[src/rtl/mem_port_arbiter_if.sv]
// Bundle of requester handshakes and memory-side bus for the arbiter.
// slave is the arbiter's view; master is the CPU/memory side.
interface mem_port_arbiter_if #(
    parameter int ADDR_W = 5,
    parameter int DATA_W = 16
);
    logic              if_req;
    logic [ADDR_W-1:0] if_addr;
    logic              if_ack;
    logic [DATA_W-1:0] if_rdata;

    logic              d_req;
    logic              d_we;
    logic [ADDR_W-1:0] d_addr;
    logic [DATA_W-1:0] d_wdata;
    logic              d_ack;
    logic [DATA_W-1:0] d_rdata;

    logic [ADDR_W-1:0] mem_addr;
    logic              mem_rd;
    logic              mem_wr;
    logic [DATA_W-1:0] mem_in;
    logic [DATA_W-1:0] mem_out;

    logic              busy;

    modport slave (
        input  if_req, if_addr,
        input  d_req, d_we, d_addr, d_wdata,
        input  mem_out,
        output if_ack, if_rdata,
        output d_ack, d_rdata,
        output mem_addr, mem_rd, mem_wr, mem_in,
        output busy
    );

    modport master (
        output if_req, if_addr,
        output d_req, d_we, d_addr, d_wdata,
        output mem_out,
        input  if_ack, if_rdata,
        input  d_ack, d_rdata,
        input  mem_addr, mem_rd, mem_wr, mem_in,
        input  busy
    );
endinterface

[src/rtl/mem_port_arbiter.sv]
// Round-robin fetch/data arbiter for the shared unified memory.
// Sequences setup, strobe and release phases with registered strobes.
module mem_port_arbiter #(
    parameter int ADDR_W = 5,
    parameter int DATA_W = 16
) (
    input  logic               clk,
    input  logic               rst,
    mem_port_arbiter_if.slave  bus
);

    typedef enum logic [1:0] {
        IDLE,
        SETUP,
        STROBE,
        DONE
    } state_t;

    state_t state, state_nx;

    // gnt_q doubles as last_grant: 1 = data port, 0 = fetch port
    logic              gnt_q, gnt_nx;
    logic              we_q, we_nx;
    logic              pick_d;
    logic [ADDR_W-1:0] addr_q, addr_nx;
    logic [DATA_W-1:0] win_q, win_nx;
    logic              rd_q, rd_nx;
    logic              wr_q, wr_nx;
    logic              if_ack_q, if_ack_nx;
    logic              d_ack_q, d_ack_nx;
    logic [DATA_W-1:0] if_rdata_q, if_rdata_nx;
    logic [DATA_W-1:0] d_rdata_q, d_rdata_nx;

    // State register
    always_ff @(posedge clk or posedge rst) begin
        if (rst) begin
            state <= IDLE;
        end else begin
            state <= state_nx;
        end
    end

    // Next-state, grant and next values of all registered outputs
    always_comb begin
        state_nx    = state;
        gnt_nx      = gnt_q;
        we_nx       = we_q;
        addr_nx     = addr_q;
        win_nx      = win_q;
        rd_nx       = 1'b0;
        wr_nx       = 1'b0;
        if_ack_nx   = 1'b0;
        d_ack_nx    = 1'b0;
        if_rdata_nx = if_rdata_q;
        d_rdata_nx  = d_rdata_q;
        pick_d      = 1'b0;

        unique case (state)
            IDLE: begin
                if (bus.if_req || bus.d_req) begin
                    // On a tie the port not served last wins
                    pick_d   = bus.d_req &&
                               (!bus.if_req || !gnt_q);
                    gnt_nx   = pick_d;
                    state_nx = SETUP;
                    if (pick_d) begin
                        we_nx   = bus.d_we;
                        addr_nx = bus.d_addr;
                        win_nx  = bus.d_wdata;
                    end else begin
                        we_nx   = 1'b0;
                        addr_nx = bus.if_addr;
                    end
                end
            end
            SETUP: begin
                state_nx = STROBE;
                rd_nx    = !we_q;
                wr_nx    = we_q;
            end
            STROBE: begin
                state_nx = DONE;
                if (!we_q) begin
                    if (gnt_q) begin
                        d_rdata_nx = bus.mem_out;
                    end else begin
                        if_rdata_nx = bus.mem_out;
                    end
                end
                d_ack_nx  = gnt_q;
                if_ack_nx = !gnt_q;
            end
            DONE: begin
                state_nx = IDLE;
            end
        endcase
    end

    // Latched operands, strobes, acks and read-data holding registers
    always_ff @(posedge clk or posedge rst) begin
        if (rst) begin
            gnt_q      <= 1'b1;
            we_q       <= 1'b0;
            addr_q     <= '0;
            win_q      <= '0;
            rd_q       <= 1'b0;
            wr_q       <= 1'b0;
            if_ack_q   <= 1'b0;
            d_ack_q    <= 1'b0;
            if_rdata_q <= '0;
            d_rdata_q  <= '0;
        end else begin
            gnt_q      <= gnt_nx;
            we_q       <= we_nx;
            addr_q     <= addr_nx;
            win_q      <= win_nx;
            rd_q       <= rd_nx;
            wr_q       <= wr_nx;
            if_ack_q   <= if_ack_nx;
            d_ack_q    <= d_ack_nx;
            if_rdata_q <= if_rdata_nx;
            d_rdata_q  <= d_rdata_nx;
        end
    end

    assign bus.mem_addr = addr_q;
    assign bus.mem_in   = win_q;
    assign bus.mem_rd   = rd_q;
    assign bus.mem_wr   = wr_q;
    assign bus.if_ack   = if_ack_q;
    assign bus.d_ack    = d_ack_q;
    assign bus.if_rdata = if_rdata_q;
    assign bus.d_rdata  = d_rdata_q;
    assign bus.busy     = (state != IDLE);

endmodule

[src/flat_wrapper.sv]
// flat-port wrapper written by rule: the top's interface ports become plain ports
module mem_port_arbiter_flat 
#(
    parameter int ADDR_W = 5,
    parameter int DATA_W = 16
)
  (clk, rst, bus_if_req, bus_if_addr, bus_d_req, bus_d_we, bus_d_addr, bus_d_wdata, bus_mem_out, bus_if_ack, bus_if_rdata, bus_d_ack, bus_d_rdata, bus_mem_addr, bus_mem_rd, bus_mem_wr, bus_mem_in, bus_busy);
  mem_port_arbiter_if #(.ADDR_W(ADDR_W), .DATA_W(DATA_W)) bus_i ();
  input  logic clk;
  input  logic rst;
  input wire logic [$bits(bus_i.if_req)-1:0] bus_if_req;
  input wire logic [$bits(bus_i.if_addr)-1:0] bus_if_addr;
  input wire logic [$bits(bus_i.d_req)-1:0] bus_d_req;
  input wire logic [$bits(bus_i.d_we)-1:0] bus_d_we;
  input wire logic [$bits(bus_i.d_addr)-1:0] bus_d_addr;
  input wire logic [$bits(bus_i.d_wdata)-1:0] bus_d_wdata;
  input wire logic [$bits(bus_i.mem_out)-1:0] bus_mem_out;
  output wire logic [$bits(bus_i.if_ack)-1:0] bus_if_ack;
  output wire logic [$bits(bus_i.if_rdata)-1:0] bus_if_rdata;
  output wire logic [$bits(bus_i.d_ack)-1:0] bus_d_ack;
  output wire logic [$bits(bus_i.d_rdata)-1:0] bus_d_rdata;
  output wire logic [$bits(bus_i.mem_addr)-1:0] bus_mem_addr;
  output wire logic [$bits(bus_i.mem_rd)-1:0] bus_mem_rd;
  output wire logic [$bits(bus_i.mem_wr)-1:0] bus_mem_wr;
  output wire logic [$bits(bus_i.mem_in)-1:0] bus_mem_in;
  output wire logic [$bits(bus_i.busy)-1:0] bus_busy;
  assign bus_i.if_req = bus_if_req;
  assign bus_i.if_addr = bus_if_addr;
  assign bus_i.d_req = bus_d_req;
  assign bus_i.d_we = bus_d_we;
  assign bus_i.d_addr = bus_d_addr;
  assign bus_i.d_wdata = bus_d_wdata;
  assign bus_i.mem_out = bus_mem_out;
  assign bus_if_ack = bus_i.if_ack;
  assign bus_if_rdata = bus_i.if_rdata;
  assign bus_d_ack = bus_i.d_ack;
  assign bus_d_rdata = bus_i.d_rdata;
  assign bus_mem_addr = bus_i.mem_addr;
  assign bus_mem_rd = bus_i.mem_rd;
  assign bus_mem_wr = bus_i.mem_wr;
  assign bus_mem_in = bus_i.mem_in;
  assign bus_busy = bus_i.busy;
  mem_port_arbiter #(.ADDR_W(ADDR_W), .DATA_W(DATA_W)) u_core (.clk(clk), .rst(rst), .bus(bus_i));
endmodule
[config.mk]
export PLATFORM = sky130hd
export DESIGN_NAME = mem_port_arbiter_flat
export DESIGN_NICKNAME = d
export VERILOG_FILES = /design/src/rtl/mem_port_arbiter_if.sv /design/src/rtl/mem_port_arbiter.sv /design/src/flat_wrapper.sv
export SDC_FILE = /design/constraint.sdc
export NUM_CORES = 1
export LEC_CHECK = 0
export ABC_AREA = 1
export BUFFER_PORTS_ARGS = -buffer_cell sky130_fd_sc_hd__buf_2
export CAP_MARGIN = 20
export CORE_MARGIN = 1.5
export CORE_UTILIZATION = 48
export DETAILED_ROUTE_END_ITERATION = 8
export PLACE_DENSITY = 0.87
export SLEW_MARGIN = 20
export SYNTH_ARGS = -nofsm -noshare
export SYNTH_HDL_FRONTEND = slang
export SYNTH_SLANG_ARGS = --single-unit
[constraint.sdc]
create_clock -name clk -period 2.64 [get_ports clk]
set_clock_uncertainty 0.15 [all_clocks]
set_input_delay 0.528 -clock clk [delete_from_list [all_inputs] [get_ports clk]]
set_output_delay 0.528 -clock clk [all_outputs]
set_load 0.01 [all_outputs]
==> flow_summary_export.csv <==
group,metric,value,unit
pwr,vdd_drop_max,0.000523,V
timing,finalMaxSlewViolations,0,
worst_setup_path,reg2reg_to,"u_core.bus.mem_in[13]",
logic_synthesis,ys_types,20,
route,drtIter0Drc,57,
logic_synthesis,syn_nets,317,
cts,cts-root-buf,"clkbuf_8",
cts,cts.sinks,61,
die,die_y,77.5,um
die,rows,26,
worst_setup_path,cp.arrival,1340,ps
route,dr_total_vias,2080,
timing,tightest_slew,707,ps
global_routing,grtUsageTotal,18.0,%
cts,cts_tree,"yes",
cts,cts-hold-fix-buffers,0,
die,die_x,77.5,um
worst_setup_path,end_kind,"output port",
worst_setup_path,cpMaxStageDelayCell,"dfrtp_1",
cts,clk_pin_slew,60,ps
worst_setup_path,crit_fanout,5,
finish,syn_to_final_growth,26.2,%
worst_setup_path,path_cells,"inv_1, ha_1, inv_2, buf_2",
timing,finalSetupTns,0,ps
route,wirelength,5050,um
logic_synthesis,synth_fa_ha_area_share,1.41,%
global_routing,grt_first_pass_wirelength,8600,um
timing,post-route-min-period,2020,ps
global_routing,grt_start_max_net_pins,34,
pwr,power.density,1210,nW/um^2
route,routedWlPerCell,11.3,um
finish,final-seq-area,1530,sq um
worst_setup_path,start_kind,"flop",
worst_setup_path,worstReg2RegStart,"u_core.state[0]",
timing,fin_hold_ws,131,ps
logic_synthesis,ys_ff_latch,61,
finish,drive_gt1_share,46.9,%
place,io_buffers,104,
global_routing,grt_pass1_vias,2013,
logic_synthesis,synth_compound_area_share,14.3,%
die,io_pins,105,
timing,max_freq,0.496,GHz
cts,numCtsBuffers,9,
pwr,p_leak,0.00193,uW
timing,slew_headroom,52.7,%
flow_run,drv_cap,0,
logic_synthesis,synthCells,267,
cts,htree_num_levels,3,
logic_synthesis,avgSynthCellArea,9.99,sq um
die,floorplan.initialDensity,50.9,%
finish,antenna_cells,0,
die,core_area,5240,sq um
place,place.gp.congestion,0.762,
finish,fillers,429,
logic_synthesis,synth_top_family_by_area,"simple AND/OR/NAND/NOR gates",
timing,period_share,76.4,%
finish,multi_input_area,833,sq um
cts,post_cts_buffers,0,
worst_setup_path,required,1960,ps
cts,clk_latency,320,ps
worst_setup_path,slowest_delay,380,ps
cts,cts_resized,0,
logic_synthesis,synth_xor_area_share,0,%
finish,nets,423,
route,ant_nets,0,
worst_setup_path,rr_worst_depth,5,
route,drc,0,
global_routing,grt_overflow,0,
route,via_per_inst,4.65,
logic_synthesis,seq_area_frac_synth,57.3,%
timing,finalHoldViolCount,0,
logic_synthesis,yosysWarnings,0,
logic_synthesis,syn_area,2670,sq um
worst_setup_path,ff2ff_setup_slack,830,ps
cts,ctsLongestPathBuffers,2,
route,drtPass1Iterations,6,
timing,rsz0062_at_grt,"false",
die,die_area,6010,sq um
worst_setup_path,worst-setup-path-type,"flop to output port",
place,dpl.hpwl,3700,um
logic_synthesis,synth_simple_gate_area_share,15.6,%
global_routing,antenna_found_initial,0,
worst_hold_path,hold_class,"input port to async pin",
outcome,outcome,"completed",
timing,setup_viol,0,
logic_synthesis,synth.area.mux_share,0,%
-- flip-flops by register name, summed over array words and instances, names as in the netlist --
name                 flops
u_core.bus.d_ack         1
u_core.bus.d_rdata      16
u_core.bus.if_ack        1
u_core.bus.if_rdata     16
u_core.bus.mem_addr      5
u_core.bus.mem_in       16
u_core.bus.mem_rd        1
u_core.bus.mem_wr        1
u_core.gnt_q             1
u_core.state             2
u_core.we_q              1
-- cells in the final DEF, fill, tap and decap left out, types with 2 or more instances in the layout --
cell      count
nand2_1      57
o21ai_2      32
inv_2         5
nor2_2        2
clkbuf_8      9
clkinv_2      3
ha_1          3
o21ai_0       4
o21ai_1      16
inv_1        47
nand2_2      16
buf_2       104
dfrtp_1      60
nand3_1      10
-- report_power, final --
part,internal (uW),total (uW),switching [uW]
combinational,680,1660,976
sequential,1390,1640,250
clock,426,759,333
total,2500,4060,1560
-- how the worst max path moves through the flow --
stage / start / to / slack, ps / cells past startpoint
3_3_place_gp: bus_if_req / u_core.bus.mem_in[14] / 850 / 5
5_1_grt: u_core.state[0] / bus_busy / 510 / 4
2_1_floorplan: rst / u_core.bus.d_ack / 450 / 1
6_report: u_core.state[0] / bus_busy / 620 / 4
3_5_place_dp: bus_if_req / u_core.bus.mem_in[12] / 800 / 5
4_1_cts: u_core.state[0] / bus_busy / 610 / 4
-- layer usage --
layer / up-vias / global-route usage (%) / routed length, um
met3: 4 / 4.82 / 371
met4: 0 / 7.64 / 40
met1: 961 / 22.0 / 2280
li1: 1027 / - / -
met5: - / 0 / 0
met2: 88 / 30.0 / 2360
-- worst max-delay path: cells and delay by family, from the launching register on --
family	cells	cell delay [ps]
flops	1	380
buf+inv	3	330
fa+ha+maj	1	310
-- logic make-up (layout without fill, tap and decap cells) --
group           count (synthesis)  in the layout
simple gates                   89             89
buf+inv                        62            172
flops                          61             61
compound gates                 52             52
fa+ha+maj                       3              3
-- stage by stage --
step	worst slack [ps]	utilization, %	cell area, sq um	power, uW	cells
2_1_floorplan	451	-	2670	2790	267
3_3_place_gp	851	60.8	3180	3250	432
3_5_place_dp	800	60.8	3180	3330	432
4_1_cts	605	64.2	3360	4110	447
5_1_grt	506	64.2	3360	4360	447
6_report	623	64.2	3360	4060	447
-- synth_stat cells (all sizes together) --
cell type | n | share of area (%)
o21ai | 52 | 14
nand4 | 1 | 0.23
nand2 | 73 | 12
buf | 10 | 4.1
inv | 52 | 7.3
ha | 3 | 1.4
dfstp | 1 | 0.99
dfrtp | 60 | 56
nor2 | 4 | 1.0
nand3 | 11 | 2.5
-- final cells by class --
type,instances,share of cell area [%]
Clock buffer,10,3.79
Clock inverter,5,1.56
Inverter,52,5.80
Multi-Input combinational cell,144,24.8
Sequential cell,61,45.4
Tap cell,70,2.60
Timing Repair Buffer,105,16.1
No activity file was read; power rests on OpenSTA's default activity.
